--- src/rtl/wish_pkg.sv ---
// Shared definitions for the wish_* stream blocks (pack/unpack).
package wish_pkg;

  localparam int TGC_FIRST = 0;
  localparam int TGC_LAST  = 1;

  // Lane-count width: enough to hold NUM_PACK itself, not just NUM_PACK-1.
  function automatic int cnt_width(input int num_pack);
    return $clog2(num_pack) + 1;
  endfunction

endpackage

--- src/rtl/wish_pack_if.sv ---
// Narrow Wishbone-style slave stream in, wide master stream out, for wish_pack.
interface wish_pack_if #(
  parameter int DATA_WIDTH = 8,
  parameter int NUM_PACK   = 4,
  parameter int TGC_WIDTH  = 2
);
  import wish_pkg::*;

  localparam int CNT_W = cnt_width(NUM_PACK);

  logic                           s_stb_i;
  logic                           s_cyc_i;
  logic [DATA_WIDTH-1:0]          s_dat_i;
  logic [TGC_WIDTH-1:0]           s_tgc_i;
  logic                           s_ack_o;
  logic                           s_stall_o;
  logic                           d_stb_o;
  logic                           d_cyc_o;
  logic [NUM_PACK*DATA_WIDTH-1:0] d_dat_o;
  logic [TGC_WIDTH-1:0]           d_tgc_o;
  logic [CNT_W-1:0]               d_cnt_o;
  logic                           d_ack_i;

  // Packer side: consumes the narrow stream, produces the wide stream.
  modport slave (
    input  s_stb_i, s_cyc_i, s_dat_i, s_tgc_i, d_ack_i,
    output s_ack_o, s_stall_o, d_stb_o, d_cyc_o, d_dat_o, d_tgc_o, d_cnt_o
  );

  // Environment side: drives the narrow stream and accepts wide words.
  modport master (
    output s_stb_i, s_cyc_i, s_dat_i, s_tgc_i, d_ack_i,
    input  s_ack_o, s_stall_o, d_stb_o, d_cyc_o, d_dat_o, d_tgc_o, d_cnt_o
  );

endinterface

--- src/rtl/wish_pack.sv ---
// Packs NUM_PACK narrow stream words into one wide word; a packet ending
// mid-word emits a zero-padded partial word with its valid-lane count.
module wish_pack
  import wish_pkg::*;
#(
  parameter int DATA_WIDTH    = 8,
  parameter int NUM_PACK      = 4,
  parameter int TGC_WIDTH     = 2,
  parameter bit LITTLE_ENDIAN = 1'b0
) (
  input  logic        clk_i,
  input  logic        rst_i,
  wish_pack_if.slave  bus
);

  localparam int LANE_W = $clog2(NUM_PACK);
  localparam int CNT_W  = cnt_width(NUM_PACK);
  localparam int WIDE_W = NUM_PACK * DATA_WIDTH;

  function automatic logic [LANE_W-1:0] lane_index(input logic [LANE_W-1:0] cnt);
    if (LITTLE_ENDIAN)
      return cnt;
    else
      return LANE_W'(NUM_PACK - 1) - cnt;
  endfunction

  logic [WIDE_W-1:0]    acc_p0;
  logic [LANE_W-1:0]    lane_p0;
  logic                 first_p0;

  logic                 vld_p1;
  logic [WIDE_W-1:0]    dat_p1;
  logic [TGC_WIDTH-1:0] tgc_p1;
  logic [CNT_W-1:0]     cnt_p1;

  logic                 completing;
  logic                 ack;
  logic                 beat;
  logic [LANE_W-1:0]    idx;
  logic [WIDE_W-1:0]    merged;
  logic [TGC_WIDTH-1:0] tgc_next;

  assign completing = (lane_p0 == LANE_W'(NUM_PACK - 1)) | bus.s_tgc_i[TGC_LAST];
  // A completing beat may only proceed once the output register is free
  // (or being freed this very cycle).
  assign ack  = bus.s_stb_i & bus.s_cyc_i & ~(completing & vld_p1 & ~bus.d_ack_i);
  assign beat = bus.s_stb_i & bus.s_cyc_i & ack;
  assign idx  = lane_index(lane_p0);

  always_comb begin
    merged = acc_p0;
    for (int i = 0; i < NUM_PACK; i++) begin
      if (LANE_W'(i) == idx)
        merged[i*DATA_WIDTH +: DATA_WIDTH] = bus.s_dat_i;
    end
  end

  // Lane 0 supplies the first tag; when it is also the completing lane the
  // latched copy is not yet valid, so take it straight from the input.
  always_comb begin
    tgc_next            = bus.s_tgc_i;
    tgc_next[TGC_FIRST] = (lane_p0 == '0) ? bus.s_tgc_i[TGC_FIRST] : first_p0;
    tgc_next[TGC_LAST]  = bus.s_tgc_i[TGC_LAST];
  end

  // ---- accumulate (p0) -> output register (p1) ----
  always_ff @(posedge clk_i) begin
    if (rst_i) begin
      acc_p0   <= '0;
      lane_p0  <= '0;
      first_p0 <= 1'b0;
      vld_p1   <= 1'b0;
      dat_p1   <= '0;
      tgc_p1   <= '0;
      cnt_p1   <= '0;
    end else begin
      if (vld_p1 && bus.d_ack_i)
        vld_p1 <= 1'b0;
      if (beat) begin
        if (completing) begin
          dat_p1  <= merged;
          tgc_p1  <= tgc_next;
          cnt_p1  <= CNT_W'(lane_p0) + CNT_W'(1);
          vld_p1  <= 1'b1;
          acc_p0  <= '0;
          lane_p0 <= '0;
        end else begin
          acc_p0  <= merged;
          lane_p0 <= lane_p0 + LANE_W'(1);
          if (lane_p0 == '0)
            first_p0 <= bus.s_tgc_i[TGC_FIRST];
        end
      end
    end
  end

  assign bus.s_ack_o   = ack;
  assign bus.s_stall_o = bus.s_cyc_i & bus.s_stb_i & ~ack;
  assign bus.d_stb_o   = vld_p1;
  assign bus.d_cyc_o   = vld_p1;
  assign bus.d_dat_o   = dat_p1;
  assign bus.d_tgc_o   = tgc_p1;
  assign bus.d_cnt_o   = cnt_p1;

endmodule

--- src/flat_wrapper.sv ---
// flat-port wrapper written by rule: the top's interface ports become plain ports
module wish_pack_flat import wish_pkg::*;
#(
  parameter int DATA_WIDTH    = 8,
  parameter int NUM_PACK      = 4,
  parameter int TGC_WIDTH     = 2,
  parameter bit LITTLE_ENDIAN = 1'b0
)
  (clk_i, rst_i, bus_s_stb_i, bus_s_cyc_i, bus_s_dat_i, bus_s_tgc_i, bus_d_ack_i, bus_s_ack_o, bus_s_stall_o, bus_d_stb_o, bus_d_cyc_o, bus_d_dat_o, bus_d_tgc_o, bus_d_cnt_o);
  wish_pack_if #(.DATA_WIDTH(DATA_WIDTH), .NUM_PACK(NUM_PACK), .TGC_WIDTH(TGC_WIDTH)) bus_i ();
  input  logic clk_i;
  input  logic rst_i;
  input wire logic [$bits(bus_i.s_stb_i)-1:0] bus_s_stb_i;
  input wire logic [$bits(bus_i.s_cyc_i)-1:0] bus_s_cyc_i;
  input wire logic [$bits(bus_i.s_dat_i)-1:0] bus_s_dat_i;
  input wire logic [$bits(bus_i.s_tgc_i)-1:0] bus_s_tgc_i;
  input wire logic [$bits(bus_i.d_ack_i)-1:0] bus_d_ack_i;
  output wire logic [$bits(bus_i.s_ack_o)-1:0] bus_s_ack_o;
  output wire logic [$bits(bus_i.s_stall_o)-1:0] bus_s_stall_o;
  output wire logic [$bits(bus_i.d_stb_o)-1:0] bus_d_stb_o;
  output wire logic [$bits(bus_i.d_cyc_o)-1:0] bus_d_cyc_o;
  output wire logic [$bits(bus_i.d_dat_o)-1:0] bus_d_dat_o;
  output wire logic [$bits(bus_i.d_tgc_o)-1:0] bus_d_tgc_o;
  output wire logic [$bits(bus_i.d_cnt_o)-1:0] bus_d_cnt_o;
  assign bus_i.s_stb_i = bus_s_stb_i;
  assign bus_i.s_cyc_i = bus_s_cyc_i;
  assign bus_i.s_dat_i = bus_s_dat_i;
  assign bus_i.s_tgc_i = bus_s_tgc_i;
  assign bus_i.d_ack_i = bus_d_ack_i;
  assign bus_s_ack_o = bus_i.s_ack_o;
  assign bus_s_stall_o = bus_i.s_stall_o;
  assign bus_d_stb_o = bus_i.d_stb_o;
  assign bus_d_cyc_o = bus_i.d_cyc_o;
  assign bus_d_dat_o = bus_i.d_dat_o;
  assign bus_d_tgc_o = bus_i.d_tgc_o;
  assign bus_d_cnt_o = bus_i.d_cnt_o;
  wish_pack #(.DATA_WIDTH(DATA_WIDTH), .NUM_PACK(NUM_PACK), .TGC_WIDTH(TGC_WIDTH), .LITTLE_ENDIAN(LITTLE_ENDIAN)) u_core (.clk_i(clk_i), .rst_i(rst_i), .bus(bus_i));
endmodule
--- config.mk ---
export PLATFORM = sky130hd
export DESIGN_NAME = wish_pack_flat
export DESIGN_NICKNAME = d
export VERILOG_FILES = /design/src/rtl/wish_pkg.sv /design/src/rtl/wish_pack_if.sv /design/src/rtl/wish_pack.sv /design/src/flat_wrapper.sv
export SDC_FILE = /design/constraint.sdc
export NUM_CORES = 1
export LEC_CHECK = 0
export ABC_AREA = 0
export CAP_MARGIN = 10
export CORE_MARGIN = 5
export CORE_UTILIZATION = 57
export CTS_CLUSTER_DIAMETER = 50
export CTS_CLUSTER_SIZE = 25
export DETAILED_ROUTE_END_ITERATION = 7
export HOLD_SLACK_MARGIN = 0.03
export PLACE_DENSITY_LB_ADDON = 0.25
export SLEW_MARGIN = 20
export SYNTH_ARGS = -nofsm -noshare
export SYNTH_HDL_FRONTEND = slang
export SYNTH_SLANG_ARGS = --single-unit
--- constraint.sdc ---
create_clock -name clk_i -period 2.8 [get_ports clk_i]
set_input_delay 0.28 -clock clk_i [delete_from_list [all_inputs] [get_ports clk_i]]
set_output_delay 0.28 -clock clk_i [all_outputs]
set_load 0.005 [all_outputs]
Yosys cells after proc, flatten, opt, wreduce, memory -nomap -nowiden

Cells that the tools add are included.

Register bits: 73
Bits of input ports: 15
Output and inout bits: 41
Logic and storage cells: 40

Add/sub/neg operators: 3
Eq/ne operators: 4
Multiplexer cells: 10
Bitwise logic cells: 11
Reductions and logical operators: 5

Operators by type and width:

| cell                                                                  | count |
|---|---|
| 32-bit 2-to-1 mux                                                     | 1 |
| 8-bit 2-to-1 mux                                                      | 4 |
| 1-bit AND                                                             | 6 |
| 2-bit equality test (first input constant)                            | 2 |
| 2-bit logical NOT                                                     | 2 |
| 1-bit 2-to-1 mux                                                      | 4 |
| 1-bit NOT                                                             | 4 |
| 2-bit AND reduction                                                   | 2 |
| 2-bit by 1-bit adder with 3-bit output (second input constant)        | 1 |
| 2-bit by 1-bit adder with 2-bit output (second input constant)        | 1 |
| 1-bit by 2-bit equality test with 1-bit output (first input constant) | 1 |
| 2-bit equality test (second input constant)                           | 1 |
| 2-bit 2-to-1 mux                                                      | 1 |
| 2-bit subtractor (first input constant)                               | 1 |
| 1-bit logical AND                                                     | 1 |
| 1-bit OR                                                              | 1 |

Longest topological paths before layout

Gate-level depths: netlist (run 1).

Word-level depth: 8
Depth in mapped cells: 7
Gate-level depth less buffers: 5

Worst setup path after synthesis (run 1)

No wires, ideal clock.

Kind: register to output
Start: reg u_core.lane_p0[0]
End: out bus_s_ack_o
Arrival time: 1.317 ns
Required time: 2.520 ns
Setup slack: 1.203 ns
Stages on the path, launching flop included: 6
Buffers on the path: 2
Cells stage by stage: dfxtp_1 -> ha_1 -> or2_2 -> buf_2 -> a21oi_4 -> buf_4

Cells in the longest elaborated chain, start to end: 6

Ends and longest elaborated chain:

| what                    | line               | RTL |
|---|---|---|
| from (decl)             | wish_pack.sv:28    | `logic [LANE_W-1:0] lane_p0;` |
| from (signal assigned)  | wish_pack.sv:89    | `lane_p0 <= lane_p0 + LANE_W'(1);` |
| 2-bit equality test     | wish_pack.sv:43    | `assign completing = (lane_p0 == LANE_W'(NUM_PACK - 1)) \| bus.s_tgc_i[TGC_LAST];` |
| 1-bit OR                | wish_pack.sv:43    |  |
| 1-bit AND (2 in series) | wish_pack.sv:46    | `assign ack = bus.s_stb_i & bus.s_cyc_i & ~(completing & vld_p1 & ~bus.d_ack_i);` |
| 1-bit NOT               | wish_pack.sv:46    |  |
| 1-bit AND               | wish_pack.sv:46    |  |
| to (decl)               | flat_wrapper.sv:18 | `output wire logic [$bits(bus_i.s_ack_o)-1:0] bus_s_ack_o;` |

Every way passes these cells.

Final worst setup path (run 1)

Start: reg u_core.lane_p0[0]
End: out bus_s_stall_o

Cells in the longest elaborated chain, start to end: 8

Ends and longest elaborated chain:

| what                    | line               | RTL |
|---|---|---|
| 2-bit equality test     | wish_pack.sv:43    |  |
| 1-bit OR                | wish_pack.sv:43    |  |
| 1-bit AND (2 in series) | wish_pack.sv:46    |  |
| 1-bit NOT               | wish_pack.sv:46    |  |
| 1-bit AND               | wish_pack.sv:46    |  |
| 1-bit NOT               | wish_pack.sv:98    | `assign bus.s_stall_o = bus.s_cyc_i & bus.s_stb_i & ~ack;` |
| 1-bit AND               | wish_pack.sv:98    |  |
| to (decl)               | flat_wrapper.sv:19 | `output wire logic [$bits(bus_i.s_stall_o)-1:0] bus_s_stall_o;` |

Every way passes these cells.

==> flow_summary_export.csv, run 1 <==
group,metric,value,unit
pwr,power_density,519,nW/um^2
final_layout,nNetsFinal,419,
critical_path,end_kind,"primary output",
final_layout,layout-drive-gt1-share,0.106,
hold_path,worstHoldStart,"u_core.acc_p0[22]$_SDFFE_PP0P_",
job,cap_viol_max_count,0,
logic_synthesis,synth_warnings,0,
logic_synthesis,ys_seq_area_frac,0.438,
logic_synthesis,syn_inst,364,
global_route,grt_max_degree,65,
timing,worstMarginPinSlew,0.678,ns
timing,rsz0062_at_grt,"false",
global_route,grtUsageTotal,0.240,
timing,final-max-slew-violation-count,0,
critical_path,regToRegStartpoint,"u_core.lane_p0[0]$_SDFFE_PP0P_",
critical_path,crit_type,"register to primary output",
clock_network,htreeDepth,3,
logic_synthesis,yosysUniqueCellTypes,38,
floorplan,coreArea,5610,sq um
final_layout,area_growth,20.5,%
placement,dp_slack,0.604,ns
route,first_pass_iters,5,
global_route,met3_usage,0.0456,
final_layout,final_common_cell,"dfxtp_1",
placement,dp_hpwl,5680,microns
timing,tns,0,ns
final_layout,fillCellCount,447,
clock_network,cts_root_buf,"clkbuf_8",
critical_path,required,2.52,ns
timing,fin_crit_sh,0.896,
clock_network,cts_tree,"built",
global_route,antenna_found_initial,0,
pwr,power_frac_seq,0.521,
global_route,use_met1,0.317,
final_layout,regArea,1460,sq um
pwr,leakage,1.33,nW
logic_synthesis,synth_fp_nets,383,
timing,max_freq,399,MHz
clock_network,cts_resized,0,
pwr,p_sw_frac,0.256,
timing,fin_ws,0.291,ns
timing,setup_violations,0,
critical_path,critPathMaxFanout,14,
route,ant_nets,0,
pwr,pwr-share-comb,0.123,
clock_network,clock_latency,0.35,ns
final_layout,n_antenna_cell,0,
critical_path,start_kind,"register",
floorplan,row_count,27,
route,wirelength,8860,microns
global_route,grt_overflow,0,
final_layout,final_cell_mix,"73 x dfxtp_1, 54 x clkdlybuf4s50_1, 49 x nand2_1",
pwr,power.switching,535,uW
global_route,grt_pass1_wl,14100,microns
clock_network,cts_sinks,73,
outcome,outcome,"completed",
global_route,grt_pass1_vias,2877,
final_layout,finalNonFillerCells,477,
timing,min_period,2.51,ns
placement,place_congestion,0.777,
route,num_vias,2998,
route,viasPerCell,6.29,
placement,io_buffers,55,
critical_path,worstSetupStartpoint,"u_core.lane_p0[0]$_SDFFE_PP0P_",
pwr,internal-power,1.55,mW
floorplan,ios,56,
logic_synthesis,synth_seq_cells,73,
pwr,pwr-share-clk,0.356,
clock_network,cts_hold_buf,0,
critical_path,worstPathArrival,2.23,ns
placement,dp.cells,461,
timing,hold_ws,0.459,ns
clock_network,clock_path_buffers,2,
clock_network,cts_buffers,9,
clock_network,postCtsSetupBuffers,0,
pwr,ir_drop,0.440,mV
floorplan,die_h,86.5,microns
global_route,busiest_layer,"met2",
timing,finalHoldViolations,0,
logic_synthesis,avgSynthCellArea,9.17,sq um
clock_network,clk_pin_slew,0.07,ns
route,route.detailed.drc,0,
floorplan,die_x,86.5,microns
logic_synthesis,netlist_area,3340,sq um
timing,max_slew_margin,0.548,
hold_path,hp-class,"register to register",
route,wl_per_cell,18.6,microns
floorplan,dieArea,7490,sq um
final_layout,multi_input_area,1610,sq um
timing,skew,0.00757,ns
route,drtIter0Drc,238,
floorplan,initial_core_util,0.595,
global_route,use_met2,0.385,
[critical path: stages (launching register included)]
cell and delay, ns:
dfxtp_1 0.40, ha_1 0.53, nor2_4 0.16, nor3_1 0.25
clkdlybuf4s50_1 0.54
[layer usage]
metal,vias up,part of all wire
met3,15,0.065
met2,111,0.48
met1,1440,0.44
li1,1432,-
met4,0,0.017
met5,-,0
[flip-flops by register name, summed over array words and instances (netlist names)]
| name | flops |
|---|---|
| u_core.acc_p0 | 32 |
| u_core.bus.d_dat_o | 32 |
| u_core.first_p0 | 1 |
| u_core.bus.d_tgc_o | 2 |
| u_core.bus.d_cyc_o | 1 |
| u_core.bus.d_cnt_o | 3 |
| u_core.lane_p0 | 2 |
[cell usage after synthesis]
cell type / n / share of area
a31o_2: 1 / 0.0026
nand4bb_1: 1 / 0.0034
ha_1: 4 / 0.015
o32ai_1: 1 / 0.0026
a21oi_4: 1 / 0.0049
clkinv_1: 1 / 0.0011
mux2_2: 9 / 0.030
buf_1: 3 / 0.0034
buf_6: 2 / 0.0067
and3_1: 8 / 0.015
buf_4: 5 / 0.011
a21oi_1: 3 / 0.0045
clkbuf_2: 1 / 0.0015
a211o_1: 24 / 0.063
inv_1: 14 / 0.016
nor4_1: 12 / 0.022
a211oi_1: 9 / 0.020
dfxtp_1: 73 / 0.44
or2b_1: 1 / 0.0022
a41oi_1: 24 / 0.063
a311oi_1: 24 / 0.063
o22ai_1: 1 / 0.0019
or2_2: 2 / 0.0037
or3_1: 1 / 0.0019
nor2_4: 1 / 0.0034
nand2b_1: 25 / 0.047
clkbuf_1: 16 / 0.018
o21ai_0: 25 / 0.037
o31ai_1: 1 / 0.0022
nand2_1: 49 / 0.055
buf_2: 14 / 0.021
nor3_1: 1 / 0.0015
nor2b_1: 1 / 0.0019
nand2_2: 1 / 0.0019
nor3_2: 1 / 0.0030
or3_4: 1 / 0.0034
a31o_1: 2 / 0.0052
nand4_1: 1 / 0.0019
[power groups by stage]
stage | combinational, mW | sequential [mW] | clock [mW]
floorplan | 0.136 | 1.11 | 0
global placement | 0.250 | 1.11 | 0
detailed placement | 0.254 | 1.11 | 0
CTS | 0.256 | 1.09 | 0.755
global route | 0.277 | 1.09 | 0.802
finish | 0.257 | 1.09 | 0.743
[per-stage QoR]
stage	power (mW)	util	instance area [sq um]
CTS	2.10	0.718	4020
global route	2.17	0.718	4020
finish	2.09	0.718	4020
floorplan	1.25	-	3340
detailed placement	1.37	0.687	3850
global placement	1.36	0.687	3850
[layout make-up]
type | instances | area share
Timing Repair Buffer | 66 | 0.156
Clock buffer | 13 | 0.0395
Inverter | 15 | 0.0140
Multi-Input combinational cell | 235 | 0.401
Tap cell | 72 | 0.0224
Sequential cell | 73 | 0.363
Clock inverter | 3 | 0.00373
[path summary, 6_finish.rpt]
path | end | slack (ns) | depth (start not counted)
setup / recovery | bus_s_stall_o | 0.29 | 4
hold / removal | u_core.acc_p0[22]$_SDFFE_PP0P_ | 0.46 | 2
setup reg to reg | u_core.acc_p0[8]$_SDFFE_PP0P_ | 0.67 | 5
hold reg to reg | u_core.acc_p0[22]$_SDFFE_PP0P_ | 0.46 | 2
[kinds of logic after synthesis]
logic type	count (synthesis)	share of synthesized area
DFF	73	0.438
muxes	9	0.0304
buffers and inverters	56	0.0787
AOI/OAI and AO/OA	116	0.271
and+or+nand+nor	106	0.168
adders and majority gates	4	0.0150
Note: power is estimated with default switching activity, not from simulation.
==> inputs of run 2 (changes only) <==
Clock period 2.8 ns to 3.2 ns, I/O delays scaled along.
==> run 2 against run 1 <==
Final area is 1.3% higher. Non-clock buffer count is 2 lower. Sequential power fell by 13%. Clock power grew 17%. Via count increased by 2.6%. Critical path depth unchanged. Hold slack lost 0.0029 ns. Clock-buffer cell count down 3. Clock skew is essentially flat. Power fell by 2.0%.
==> flow_summary_export.csv, run 2 (synthesis results as in run 1) <==
group,metric,value,unit
outcome,outcome,"completed",
timing,rsz0062_at_grt,"false",
route,wl_met2,4210,microns
critical_path,critPathMaxFanout,25,
placement,place_congestion,0.806,
hold_path,whs_path_depth,2,
clock_network,clk_pin_slew,0.07,ns
global_route,grtUsageTotal,0.245,
final_layout,final_cell_mix,"73 x dfxtp_1, 54 x clkdlybuf4s50_1, 49 x nand2_1",
floorplan,row_count,27,
critical_path,worst-r2r-cell-count,5,
timing,worstMarginPinSlew,0.667,ns
route,ant_nets,0,
pwr,power,2.05,mW
clock_network,clock_latency,0.34,ns
route,first_pass_iters,5,
route,wl_per_cell,18.8,microns
timing,skew,0.00708,ns
floorplan,die_h,86.5,microns
critical_path,end_kind,"primary output",
route,drtIter0Drc,410,
global_route,antenna_found_initial,0,
clock_network,cts_root_buf,"clkbuf_8",
pwr,ir_drop,0.341,mV
final_layout,area_growth,22.2,%
global_route,grt_pass1_vias,2890,
critical_path,required,2.88,ns
placement,dp_hpwl,5600,microns
floorplan,coreArea,5610,sq um
timing,min_period,2.79,ns
pwr,leakage,1.35,nW
timing,setup_violations,0,
floorplan,initial_core_util,0.595,
critical_path,crit_type,"register to primary output",
route,viasPerCell,6.48,
final_layout,nNetsFinal,417,
pwr,power_density,502,nW/um^2
final_layout,layout-drive-gt1-share,0.107,
timing,tns,0,ns
final_layout,n_antenna_cell,0,
timing,max_slew_margin,0.555,
final_layout,final_common_cell,"dfxtp_1",
timing,final-max-slew-violation-count,0,
clock_network,clock_path_buffers,2,
floorplan,ios,56,
clock_network,cts_sinks,73,
critical_path,worstPathArrival,2.47,ns
timing,finalHoldViolations,0,
route,top_layer,"met4",
clock_network,cts_resized,0,
clock_network,postCtsSetupBuffers,0,
clock_network,cts_buffers,9,
job,cap_viol_max_count,0,
route,num_vias,3077,
route,dr_wl_met3,668,microns
route,wirelength,8910,microns
clock_network,htreeDepth,3,
global_route,grt_max_degree,65,
floorplan,die_x,86.5,microns
clock_network,cts_hold_buf,0,
timing,fin_crit_sh,0.871,
route,route.detailed.drc,0,
clock_network,cts_tree,"built",
timing,max_freq,359,MHz
floorplan,dieArea,7490,sq um
final_layout,fillCellCount,446,
critical_path,start_kind,"register",
global_route,grt_overflow,0,
global_route,grt_pass1_wl,14600,microns
hold_path,hp-class,"register to register",
placement,io_buffers,55,
route,drt-met1-wl,3810,microns
[run 2: cell types whose count changed in the layout (fill, tap and decap cells not counted)]
cell / change
bufinv_16: +3
buf_4: -2
clkbuf_1: -2
clkbuf_8: -1
[run 2: power breakdown]
| group | internal (mW) | switching (mW) |
|---|---|---|
| Sequential | 0.936 | 0.0164 |
| Clock | 0.535 | 0.336 |
| Combinational | 0.100 | 0.122 |
| Total | 1.57 | 0.474 |
[run 2: routing by layer]
metal  up-vias  GRT usage
met2       134      0.368
li1       1427          -
met4         0      0.112
met5         -          0
met1      1496      0.330
met3        20     0.0589
[run 2: stage by stage]
stage | hold WS [ns] | worst slack (ns) | util | instance area (sq um) | std cells
2_1_floorplan | 0.436 | 1.56 | - | 3340 | 364
3_3_place_gp | 0.445 | 0.769 | 0.684 | 3830 | 459
3_5_place_dp | 0.449 | 0.766 | 0.684 | 3830 | 459
4_1_cts | 0.461 | 0.432 | 0.727 | 4080 | 475
5_1_grt | 0.475 | 0.319 | 0.727 | 4080 | 475
6_report | 0.456 | 0.414 | 0.727 | 4080 | 475
[run 2: final timing paths]
kind | startpoint | end | slack [ns]
max | u_core.lane_p0[0]$_SDFFE_PP0P_ | bus_s_ack_o | 0.41
min | u_core.acc_p0[22]$_SDFFE_PP0P_ | u_core.acc_p0[22]$_SDFFE_PP0P_ | 0.46
max reg2reg | u_core.lane_p0[0]$_SDFFE_PP0P_ | u_core.lane_p0[1]$_SDFFE_PP0P_ | 0.93
min reg2reg | u_core.acc_p0[22]$_SDFFE_PP0P_ | u_core.acc_p0[22]$_SDFFE_PP0P_ | 0.46
[run 2: final cells by class]
class / instances / area [sq um] / area share
inverter: 15 / 56.3 / 0.0138
clock buffer: 10 / 138 / 0.0338
multi-input combinational: 235 / 1610 / 0.396
timing repair buffer: 64 / 613 / 0.150
tap: 72 / 90.1 / 0.0221
sequential: 73 / 1460 / 0.358
clock inverter: 6 / 105 / 0.0258
[run 2: critical path: stages (launching register included)]
cell and delay (ns):
dfxtp_1 0.42, ha_1 0.54, or2_2 0.59, a21oi_4 0.10, clkdlybuf4s50_1 0.47
